**src/rtl/alu_cmd_sequencer.sv**
```systemverilog
// Issue stage for the combinational ALU: buffers commands in a FIFO, drives registered
// operands one at a time, and presents each captured result with valid/ready and flags.
module alu_cmd_sequencer #(
    parameter int unsigned DEPTH = 4,
    parameter int unsigned WIDTH = 8
) (
    input  logic                     clk,
    input  logic                     rst,
    input  logic                     cmd_valid,
    output logic                     cmd_ready,
    input  logic [WIDTH-1:0]         cmd_a,
    input  logic [WIDTH-1:0]         cmd_b,
    input  logic [2:0]               cmd_sel,
    output logic [WIDTH-1:0]         alu_a,
    output logic [WIDTH-1:0]         alu_b,
    output logic [2:0]               alu_sel,
    input  logic [WIDTH-1:0]         alu_out,
    output logic                     res_valid,
    input  logic                     res_ready,
    output logic [WIDTH-1:0]         res_data,
    output logic [2:0]               res_sel,
    output logic                     res_zero,
    output logic                     res_dz,
    output logic [$clog2(DEPTH):0]   fifo_count
);

    localparam int unsigned AW = $clog2(DEPTH);
    localparam logic [AW:0] CntFull = (AW + 1)'(DEPTH);

    typedef enum logic [1:0] {StIdle, StExec, StHold} state_e;

    state_e           state_q;
    logic [WIDTH-1:0] mem_a_q   [DEPTH];
    logic [WIDTH-1:0] mem_b_q   [DEPTH];
    logic [2:0]       mem_sel_q [DEPTH];
    logic [AW-1:0]    wr_ptr_q;
    logic [AW-1:0]    rd_ptr_q;
    logic [AW:0]      count_q;
    logic             full;
    logic             empty;
    logic             push;
    logic             pop;

    assign full       = (count_q == CntFull);
    assign empty      = (count_q == '0);
    assign cmd_ready  = !full;
    assign fifo_count = count_q;
    assign push       = cmd_valid && !full;
    // A pop only ever happens as part of an issue transition.
    assign pop        = !empty && ((state_q == StIdle) || ((state_q == StHold) && res_ready));

    // Storage needs no reset: pointers and count define which entries are live.
    always_ff @(posedge clk) begin
        if (push) begin
            mem_a_q[wr_ptr_q]   <= cmd_a;
            mem_b_q[wr_ptr_q]   <= cmd_b;
            mem_sel_q[wr_ptr_q] <= cmd_sel;
        end
    end

    always_ff @(posedge clk) begin
        if (rst) begin
            state_q   <= StIdle;
            wr_ptr_q  <= '0;
            rd_ptr_q  <= '0;
            count_q   <= '0;
            alu_a     <= '0;
            alu_b     <= '0;
            alu_sel   <= '0;
            res_valid <= 1'b0;
            res_data  <= '0;
            res_sel   <= '0;
            res_zero  <= 1'b0;
            res_dz    <= 1'b0;
        end else begin
            if (push) begin
                wr_ptr_q <= wr_ptr_q + AW'(1);
            end
            if (pop) begin
                rd_ptr_q <= rd_ptr_q + AW'(1);
                alu_a    <= mem_a_q[rd_ptr_q];
                alu_b    <= mem_b_q[rd_ptr_q];
                alu_sel  <= mem_sel_q[rd_ptr_q];
            end
            case ({push, pop})
                2'b10:   count_q <= count_q + (AW + 1)'(1);
                2'b01:   count_q <= count_q - (AW + 1)'(1);
                default: count_q <= count_q;
            endcase

            case (state_q)
                StIdle: begin
                    if (!empty) begin
                        state_q <= StExec;
                    end
                end
                StExec: begin
                    res_data  <= alu_out;
                    res_sel   <= alu_sel;
                    res_zero  <= (alu_out == '0);
                    res_dz    <= (alu_sel == 3'b011) && (alu_b == '0);
                    res_valid <= 1'b1;
                    state_q   <= StHold;
                end
                StHold: begin
                    if (res_ready) begin
                        res_valid <= 1'b0;
                        state_q   <= empty ? StIdle : StExec;
                    end
                end
                default: state_q <= StIdle;
            endcase
        end
    end

endmodule
```
**config.mk**
```make
export PLATFORM = sky130hd
export DESIGN_NAME = alu_cmd_sequencer
export DESIGN_NICKNAME = d
export VERILOG_FILES = /design/src/rtl/alu_cmd_sequencer.sv
export SDC_FILE = /design/constraint.sdc
export NUM_CORES = 1
export LEC_CHECK = 0
export CAP_MARGIN = 5
export CORE_MARGIN = 4
export CORE_UTILIZATION = 50
export DETAILED_ROUTE_END_ITERATION = 8
export DONT_BUFFER_PORTS = 1
export GPL_TIMING_DRIVEN = 0
export PLACE_DENSITY = 0.68
export RECOVER_POWER = 25
export SLEW_MARGIN = 30
export SYNTH_ARGS = -nofsm -noshare
export SYNTH_HDL_FRONTEND = slang
export SYNTH_SLANG_ARGS = --single-unit
```
**constraint.sdc**
```tcl
create_clock -name clk -period 2 [get_ports clk]
set_input_delay 0.2 -clock clk [delete_from_list [all_inputs] [get_ports clk]]
set_output_delay 0.2 -clock clk [all_outputs]
set_load 0.01 [all_outputs]
```
* Word-level counts from Yosys, hierarchy flattened
Memories as Yosys holds them, arrays and structs flattened. A register that Yosys moved wholly into a read port is not among the register bits. Cells that the tools add are included.
Operators by class: add/sub/neg operators 4, equality and inequality tests 8, multiplexer cells 9, reduce and logical (&&, ||, !) cells 15
Operator list (number):
- $logic_not A8 Y1 | 2
- $pmux W2 S3 | 1
- $pmux W3 S2 | 1
- $add A2 B1 Y2 const B | 2
- $eq A2 B1 Y1 const B | 2
- $eq A2 B2 Y1 const B | 2
- $logic_and A1 B1 Y1 | 4
- $mux W1 | 4
- $mux W2 | 2
- $ne A2 B2 Y1 const B | 2
- $reduce_and A2 Y1 | 2
- $reduce_bool A2 Y1 | 2
- $add A3 B1 Y3 const B | 1
- $eq A3 B2 Y1 const B | 1
- $eq A3 B3 Y1 const B | 1
- $logic_not A3 Y1 | 1
- $sub A3 B1 Y3 const B | 1
- $logic_not A1 Y1 | 2
- $logic_not A2 Y1 | 1
- $pmux W1 S2 | 1
- $logic_or A1 B1 Y1 | 1
Storage, ports and cells: bits in registers 23, memory bits (writable) 76, output and inout port bits 37, memories kept 3
Memories:
- mem_a_q | depth 4, width 8, read ports 1, clocked after Yosys merged registers in 1, write ports 1, line 33 | logic [WIDTH-1:0] mem_a_q [DEPTH];
- mem_b_q | depth 4, width 8, read ports 1, clocked after Yosys merged registers in 1, write ports 1, line 34 | logic [WIDTH-1:0] mem_b_q [DEPTH];
- mem_sel_q | depth 4, width 3, read ports 1, clocked after Yosys merged registers in 1, write ports 1, line 35 | logic [2:0] mem_sel_q [DEPTH];

* Logic depth before layout (Yosys ltp)
Gate-level depths: netlist of run 1.
depth in word-level cells 6, depth in mapped cells 9

* Least setup slack after synthesis of run 1
No wires, ideal clock.
path type register to register, start reg count_q[2] (netlist: fifo_count[2]), end reg count_q[2] (netlist: fifo_count[2]), library setup time 0.071 ns, data arrival time 2.142 ns, data required time 1.929 ns, path slack -0.213 ns, stages on the path, launching flop included 10, path through dfxtp_1 or3b_1 buf_2 nand2_1 ha_1 inv_1 fa_1 xor2_1 or3_1 a21oi_1
On the way: word-level cells in the longest chain between the ends 5, elaborated cells between the ends (all ways) 12, those cells by class 2 x add/sub; 3 x eq/ne; 1 x mux; 6 x reduce/logical
RTL lines:
- start, declared | line 38 | logic [AW:0] count_q;
- start signal, assigned | line 86 | 2'b10: count_q <= count_q + (AW + 1)'(1);
- start signal, assigned | line 87 | 2'b01: count_q <= count_q - (AW + 1)'(1);
- start signal, assigned | line 88 | default: count_q <= count_q;
- $eq A3 B3 Y1 (*) | line 44 | assign full = (count_q == CntFull);
- $logic_not A1 Y1 (*)
- named net cmd_ready | line 10 | output logic cmd_ready,
- $logic_and A1 B1 Y1 (*) | line 48 | assign push = cmd_valid && !full;
- $eq A2 B1 Y1 or $eq A2 B2 Y1 (tied branches) | line 85 | case ({push, pop})
- $pmux W3 S2 or $reduce_bool A2 Y1 (tied branches)
The timed path passes the listed nets; every way through them passes the cells marked *. A chain may end at the register's enable or synchronous reset.

* Worst setup path after layout of run 1
start reg count_q[1] (netlist: fifo_count[1]), end reg count_q[2] (netlist: fifo_count[2])
The elaborated chain is that of the path after synthesis.

==> metrics.txt, run 1 <==
DR vias/cell ~5.6; CTS max path bufs 2; Worst slew margin roughly 56%; GPL Wtd Cong 0.662; FF-to-FF path depth 9; total of max-cap violations 0; crit start category flop; total CTS buffers 17; Gate Count Post-Synth 287; Slew Viols, Final 0; vias in the first global route 2674; sw power 0.00228 W; Internal Pwr Total 0.00594 W; Min-Delay Path Class in -> reg; Setup WS post-layout -0.157 ns; Antenna Nets Post-Route 0; Yosys Warn Count 0; Vias 2537; I/O pin cnt 68; dpl hpwl 5490 um; Top Layer Used met4; diode count 0; status complete, but fails checks; M1 WL 3550 um; routed wire length ~8900 um; flops & latches, synth roughly 120; Synthesized Nets 324; Flop pwr share 42.1%; Final Cell Area 5590 sq um; hold path endpoint res_valid; end-of-flow core utilization 64.1%; first-pass GRT wire length 13700 um; IO Port Bufs 0; Max VDD drop 646 uV; CTS tree done; Syn-to-layout area delta 24.3%; clk slew on worst S/H paths 0.05 ns; drt wl/cell 19.4 um; initial DRC count 77; kind of critical path reg -> reg; Pwr Total 0.00822 W; PD cells 1470 nW/um^2; Avg Cell Area, Syn 15.7 sq um; Post-Place Cell Area 4680 sq um; Final period util 108%; CP Max Fanout 10; met2 wire length between 4000 and 5000 um; R2R setup slack -0.16 ns; Setup Viol. Count Final 1; critical path capture point type flop; Initial Utilization 51.6%; RR Endpoint fifo_count[2]; initial antenna violation count 0; actual slew at the worst max-slew pin 0.656 ns; Root Buffer Master clkbuf_8; H-tree depth 4; core area 8720 sq um; Critical R2R Launch fifo_count[1]; fmax 464 MHz; Met3 Wirelength 667 um; Req. time, crit path 2.43 ns; Die Area approximately 11000 sq um; hold_sp rst; count of final hold-check violations 0; layout net count approximately 370; Synth cell types 38; synth top area cells edfxtp_1 (51%), dfxtp_1 (19%), mux4_2 (8.5%); Final Critical Period 2.16 ns; post-synthesis sequential area ratio 69.4%; failing checks setup timing; FP Rows 34; Clk pwr share 37.7%; largest area contributor in the netlist edfxtp_1; Setup Skew 0.00695 ns; Clock Sinks 118; share of layout cells above drive strength 1 20.6%; Post-route DRC 0; crit path DAT about 2.6 ns; largest net degree at the start of global routing 20; Skew-Pair Late Insertion Delay around 0.50 ns; unrepaired setup endpoints after global routing yes; DRT Pass-1 Iters 5; All-Layer GR Usage between 15 and 20%; sw frac 27.8%; Die Height 103 um; Syn Std Cell Area 4500 sq um; Yosys top cell area share 50.7%; hold depth 2; Leak 1.88 nW; setup TNS -0.157 ns; total grt overflow 0; Die X between 100 and 150 um; Comb power frac 20.2%
what timing repair did:
item | CTS | global route
endpoints found under the hold margin | 92 | 0
endpoints found under the setup margin | 2 | 2
setup buffers | 1 | 0
gates cloned | 0 | 0
resized for setup | 1 | 1
hold buffers | 29 | 0
power groups by stage:
stage	clock network [W]	registers [W]	logic, W
final	0.00310	0.00346	0.00166
after global routing	0.00326	0.00351	0.00184
after CTS	0.00315	0.00347	0.00168
after detailed placement	0	0.00352	0.00157
after global placement	0	0.00350	0.00154
after floorplan	0	0.00339	0.00125
how the worst max path moves through the flow:
stage                  start             to  slack, ns  cells past startpoint
6_report       fifo_count[1]  fifo_count[2]      -0.16                      9
5_1_grt        fifo_count[1]  fifo_count[2]      -0.21                      9
4_1_cts        fifo_count[1]  fifo_count[2]      -0.17                      9
3_5_place_dp   fifo_count[0]  fifo_count[2]      -0.17                      9
3_3_place_gp   fifo_count[0]  fifo_count[2]      -0.16                      9
2_1_floorplan  fifo_count[1]  fifo_count[2]      -0.06                      9
cells by family after synthesis:
| logic type | share of synthesized area [%] |
|---|---|
| compound gates | 6.87 |
| flops | 69.4 |
| buf+inv | 2.53 |
| xor+xnor | 0.389 |
| simple gates | 9.06 |
| fa+ha+maj | 1.83 |
| mux | 9.92 |
layout make-up:
| class | count | area, sq um |
|---|---|---|
| sequential | 118 | 3130 |
| fill | 609 | 3130 |
| multi-input combinational | 146 | 1300 |
| clock buffer | 21 | 429 |
| timing repair buffer | 30 | 298 |
| clock inverter | 11 | 180 |
| tap | 108 | 135 |
| buffer | 17 | 100 |
| inverter | 6 | 22.5 |
cell usage in the layout (no fill, tap or decap), types with 3 or more instances in the layout:
cell	Yosys	routed
edfxtp_1	76	76
nand3_1	3	3
clkinv_2	0	3
mux4_2	17	17
nand2b_1	21	21
clkbuf_1	6	10
bufinv_16	0	5
nor4_1	3	3
buf_4	1	3
inv_1	6	5
dlygate4sd3_1	0	29
a21oi_1	17	17
and3_2	0	4
nand2_1	25	24
clkbuf_16	0	16
ha_1	5	4
nor2_1	5	5
buf_6	2	3
o2bb2ai_1	19	19
dfxtp_1	42	39
buf_2	6	4
cell usage after synthesis (all sizes together):
cell,instances
mux4,19
or3,1
edfxtp,76
nand4,1
dfxtp,42
nor3,3
buf,10
nand2,25
nand2b,21
a21o,2
mux2,1
inv,6
a21oi,19
nor2b,2
o2bb2ai,19
xor2,2
o31ai,1
a211oi,1
fa,1
or3b,1
or4,1
nor2,5
o21ai,2
clkbuf,7
nor4,3
and2b,1
nand3,3
nor4b,3
ha,5
and3,4
flip-flops by register name, summed over array words and instances (netlist names), 3 cells and up:
signal,count
alu_b,8
mem_sel_q,12
mem_a_q,32
mem_b_q,32
alu_a,8
res_sel,3
fifo_count,3
alu_sel,3
res_data,8
critical path: stages (launching register included):
cell	delay [ns]
dfxtp_4	0.37
or3b_4	0.41
buf_6	0.16
nand2_4	0.07
ha_4	0.13
inv_2	0.04
fa_2	0.34
xor2_1	0.15
or3_1	0.30
a21oi_1	0.11
metal layers:
| metal | GRT usage [%] | up-vias |
|---|---|---|
| met1 | 20.7 | 1269 |
| li1 | - | 1184 |
| met4 | 4.78 | 0 |
| met3 | 8.25 | 6 |
| met5 | 0 | - |
| met2 | 30.7 | 78 |
metrics by stage:
| stage | hold slack, ns | std cells | setup WS, ns |
|---|---|---|---|
| 6_report | 0.132 | 457 | -0.157 |
| 5_1_grt | 0.163 | 457 | -0.215 |
| 4_1_cts | 0.119 | 457 | -0.169 |
| 3_5_place_dp | 0.299 | 395 | -0.174 |
| 3_3_place_gp | 0.299 | 395 | -0.156 |
| 2_1_floorplan | 0.299 | 287 | -0.0593 |
No activity file was read; power rests on OpenSTA's default activity.
==> run 2, diff against run 1 <==
--- a/config.mk
+++ b/config.mk
@@ -6,7 +6,7 @@
 export NUM_CORES = 1
 export LEC_CHECK = 0
 export CAP_MARGIN = 5
-export CORE_MARGIN = 4
+export CORE_MARGIN = 10
 export CORE_UTILIZATION = 50
 export DETAILED_ROUTE_END_ITERATION = 8
 export DONT_BUFFER_PORTS = 1
==> constraint.sdc (replaced) <==
create_clock -name clk -period 2 [get_ports clk]
set_input_delay 0.4 -clock clk [delete_from_list [all_inputs] [get_ports clk]]
set_output_delay 0.4 -clock clk [all_outputs]
set_load 0.01 [all_outputs]
==> metrics.txt, run 2 (synthesis gave the netlist of run 1 again) <==
status complete, but fails checks (unchanged); failing checks setup timing (unchanged); Req. time, crit path 2.42 ns (was 2.43 ns); dpl hpwl 5830 um (was 5490 um); commonest non-fill, non-tap cell in the layout edfxtp_1 (unchanged); Comb power frac 20.1% (was 20.2%); Pwr Total 0.00848 W (was 0.00822 W); Min-Delay Path Class in -> reg (unchanged); CP Max Fanout 5 (was 10); Root Buffer Master clkbuf_8 (unchanged); CTS tree done (unchanged); Die Height 115 um (was 103 um); clk slew on worst S/H paths 0.05 ns (about the same); vias in the first global route 2651 (was 2674); count of final hold-check violations 0 (unchanged); I/O pin cnt 68 (unchanged); Slew Viols, Final 0 (unchanged); Final period util 109% (was 108%); drt wl/cell 21.3 um (was 19.4 um); H-tree depth 4 (unchanged); PD cells 1530 nW/um^2 (was 1470 nW/um^2); total of max-cap violations 0 (unchanged); fillers 617 (was 609); Flop pwr share 41.0% (was 42.1%); kind of critical path reg -> reg (unchanged); fmax 457 MHz (was 464 MHz); R2R setup slack -0.19 ns (was -0.16 ns); diode count 0 (unchanged); Final Critical Period 2.19 ns (was 2.16 ns); sequential cell area 3130 sq um (about the same); total CTS buffers 17 (unchanged); actual slew at the worst max-slew pin 0.660 ns (was 0.656 ns); Setup Skew 0.00996 ns (was 0.00695 ns); commonest non-fill, non-tap cells in the layout edfxtp_1 (76), dfxtp_1 (39), nand2_1 (24) (was edfxtp_1 (76), dfxtp_1 (39), dlygate4sd3_1 (29)); share of layout cells above drive strength 1 22.6% (was 20.6%); layout net count 365 (was 373); sw frac 28.0% (was 27.8%); Skew-Pair Late Insertion Delay 0.51 ns (was 0.50 ns); DR vias/cell 5.59 (was 5.55); Die Area 13200 sq um (was 10600 sq um); IO Port Bufs 0 (unchanged); largest net degree at the start of global routing 20 (unchanged); first-pass GRT wire length 14800 um (was 13700 um); core area 8720 sq um (unchanged); routed wire length 9580 um (was 8870 um); DRT Pass-1 Iters 4 (was 5); Die X 115 um (was 103 um); Post-route DRC 0 (unchanged); total grt overflow 0 (unchanged); Setup Viol. Count Final 1 (unchanged); critical path capture point type flop (unchanged); Leak 1.87 nW (was 1.88 nW); GPL Wtd Cong 0.713 (was 0.662); initial antenna violation count 0 (unchanged); sw power 0.00237 W (was 0.00228 W); Internal Pwr Total 0.00610 W (was 0.00594 W); Vias 2511 (was 2537); All-Layer GR Usage 15.0% (was 18.0%); end-of-flow core utilization 63.7% (was 64.1%); Setup WS post-layout -0.188 ns (was -0.157 ns); Initial Utilization 51.6% (unchanged); FP Rows 34 (unchanged); crit start category flop (unchanged); CTS max path bufs 2 (unchanged); Worst slew margin 56.0% (was 56.2%); area of the multi-input gates 1300 sq um (about the same); Syn-to-layout area delta 23.4% (was 24.3%); Antenna Nets Post-Route 0 (unchanged); initial DRC count 132 (was 77); unrepaired setup endpoints after global routing yes (unchanged); crit path DAT 2.61 ns (was 2.58 ns); Clk pwr share 38.9% (was 37.7%); biggest regs mem_a_q x32, mem_b_q x32, mem_sel_q x12 (unchanged); Max VDD drop 709 uV (was 646 uV); Clock Sinks 118 (unchanged)
[run 2: cell types whose count changed in the layout (fill, tap and decap cells not counted), sizes merged]
cell / before / now
clkinvlp: 1 / 0
dlygate4sd3: 29 / 19
clkinv: 5 / 3
buf: 11 / 13
clkbuf: 28 / 31
[run 2: path summary, 6_finish.rpt]
path            startpoint       endpoint  cells after the start
min             alu_out[6]    res_data[6]                      2
min reg2reg     state_q[1]      res_valid                      1
max          fifo_count[1]  fifo_count[2]                      9
max reg2reg  fifo_count[1]  fifo_count[2]                      9
[run 2: routing by layer]
metal  up-vias  global-route usage (%)  part of all wire [%]
met2        76                    25.1                    51
met5         -                       0                     0
met4         0                    6.44                   1.5
met1      1250                    16.4                    39
met3        12                    6.51                   8.5
li1       1173                       -                     -
[run 2: worst max-delay path, stage by stage, from the launching register on]
cell and delay, ns:
dfxtp_4 0.37, or3b_4 0.41, buf_6 0.15, nand2_4 0.07
ha_4 0.14, inv_2 0.03, fa_2 0.34, xor2_2 0.16
or3_1 0.31, a21oi_1 0.14
[run 2: repair_timing]
item / in CTS / in global routing
cloned: 0 / 1
hold endpoints to repair: 76 / 0
pin swaps: 0 / 3
resized for setup: 0 / 3
setup buffers: 1 / 1
endpoints found under the setup margin: 2 / 2
hold buffers: 19 / 0
[run 2: final cells by class]
class	count	share of cell area, %
timing repair buffer	22	3.79
clock buffer	24	8.65
clock inverter	8	3.04
sequential	118	56.4
tap	108	2.43
multi-input combinational	146	23.4
inverter	6	0.406
buffer	17	1.80
[run 2: power by group through the flow]
stage	Combinational (W)	Sequential, W	Clock, W
floorplan	0.00125	0.00339	0
global placement	0.00155	0.00352	0
detailed placement	0.00158	0.00354	0
CTS	0.00169	0.00349	0.00332
global route	0.00187	0.00355	0.00343
finish	0.00171	0.00348	0.00329
[run 2: stage by stage]
step | instance area [sq um] | hold WS [ns] | setup slack [ns] | cells | TNS [ns]
after floorplan | 4540 | 0.434 | -0.0593 | 287 | -0.0593
after global placement | 4680 | 0.451 | -0.185 | 395 | -4.93
after detailed placement | 4680 | 0.465 | -0.219 | 395 | -0.250
after CTS | 5530 | 0.0170 | -0.182 | 447 | -0.182
after global routing | 5550 | 0.0272 | -0.251 | 449 | -0.331
final | 5550 | 0.0334 | -0.188 | 449 | -0.188
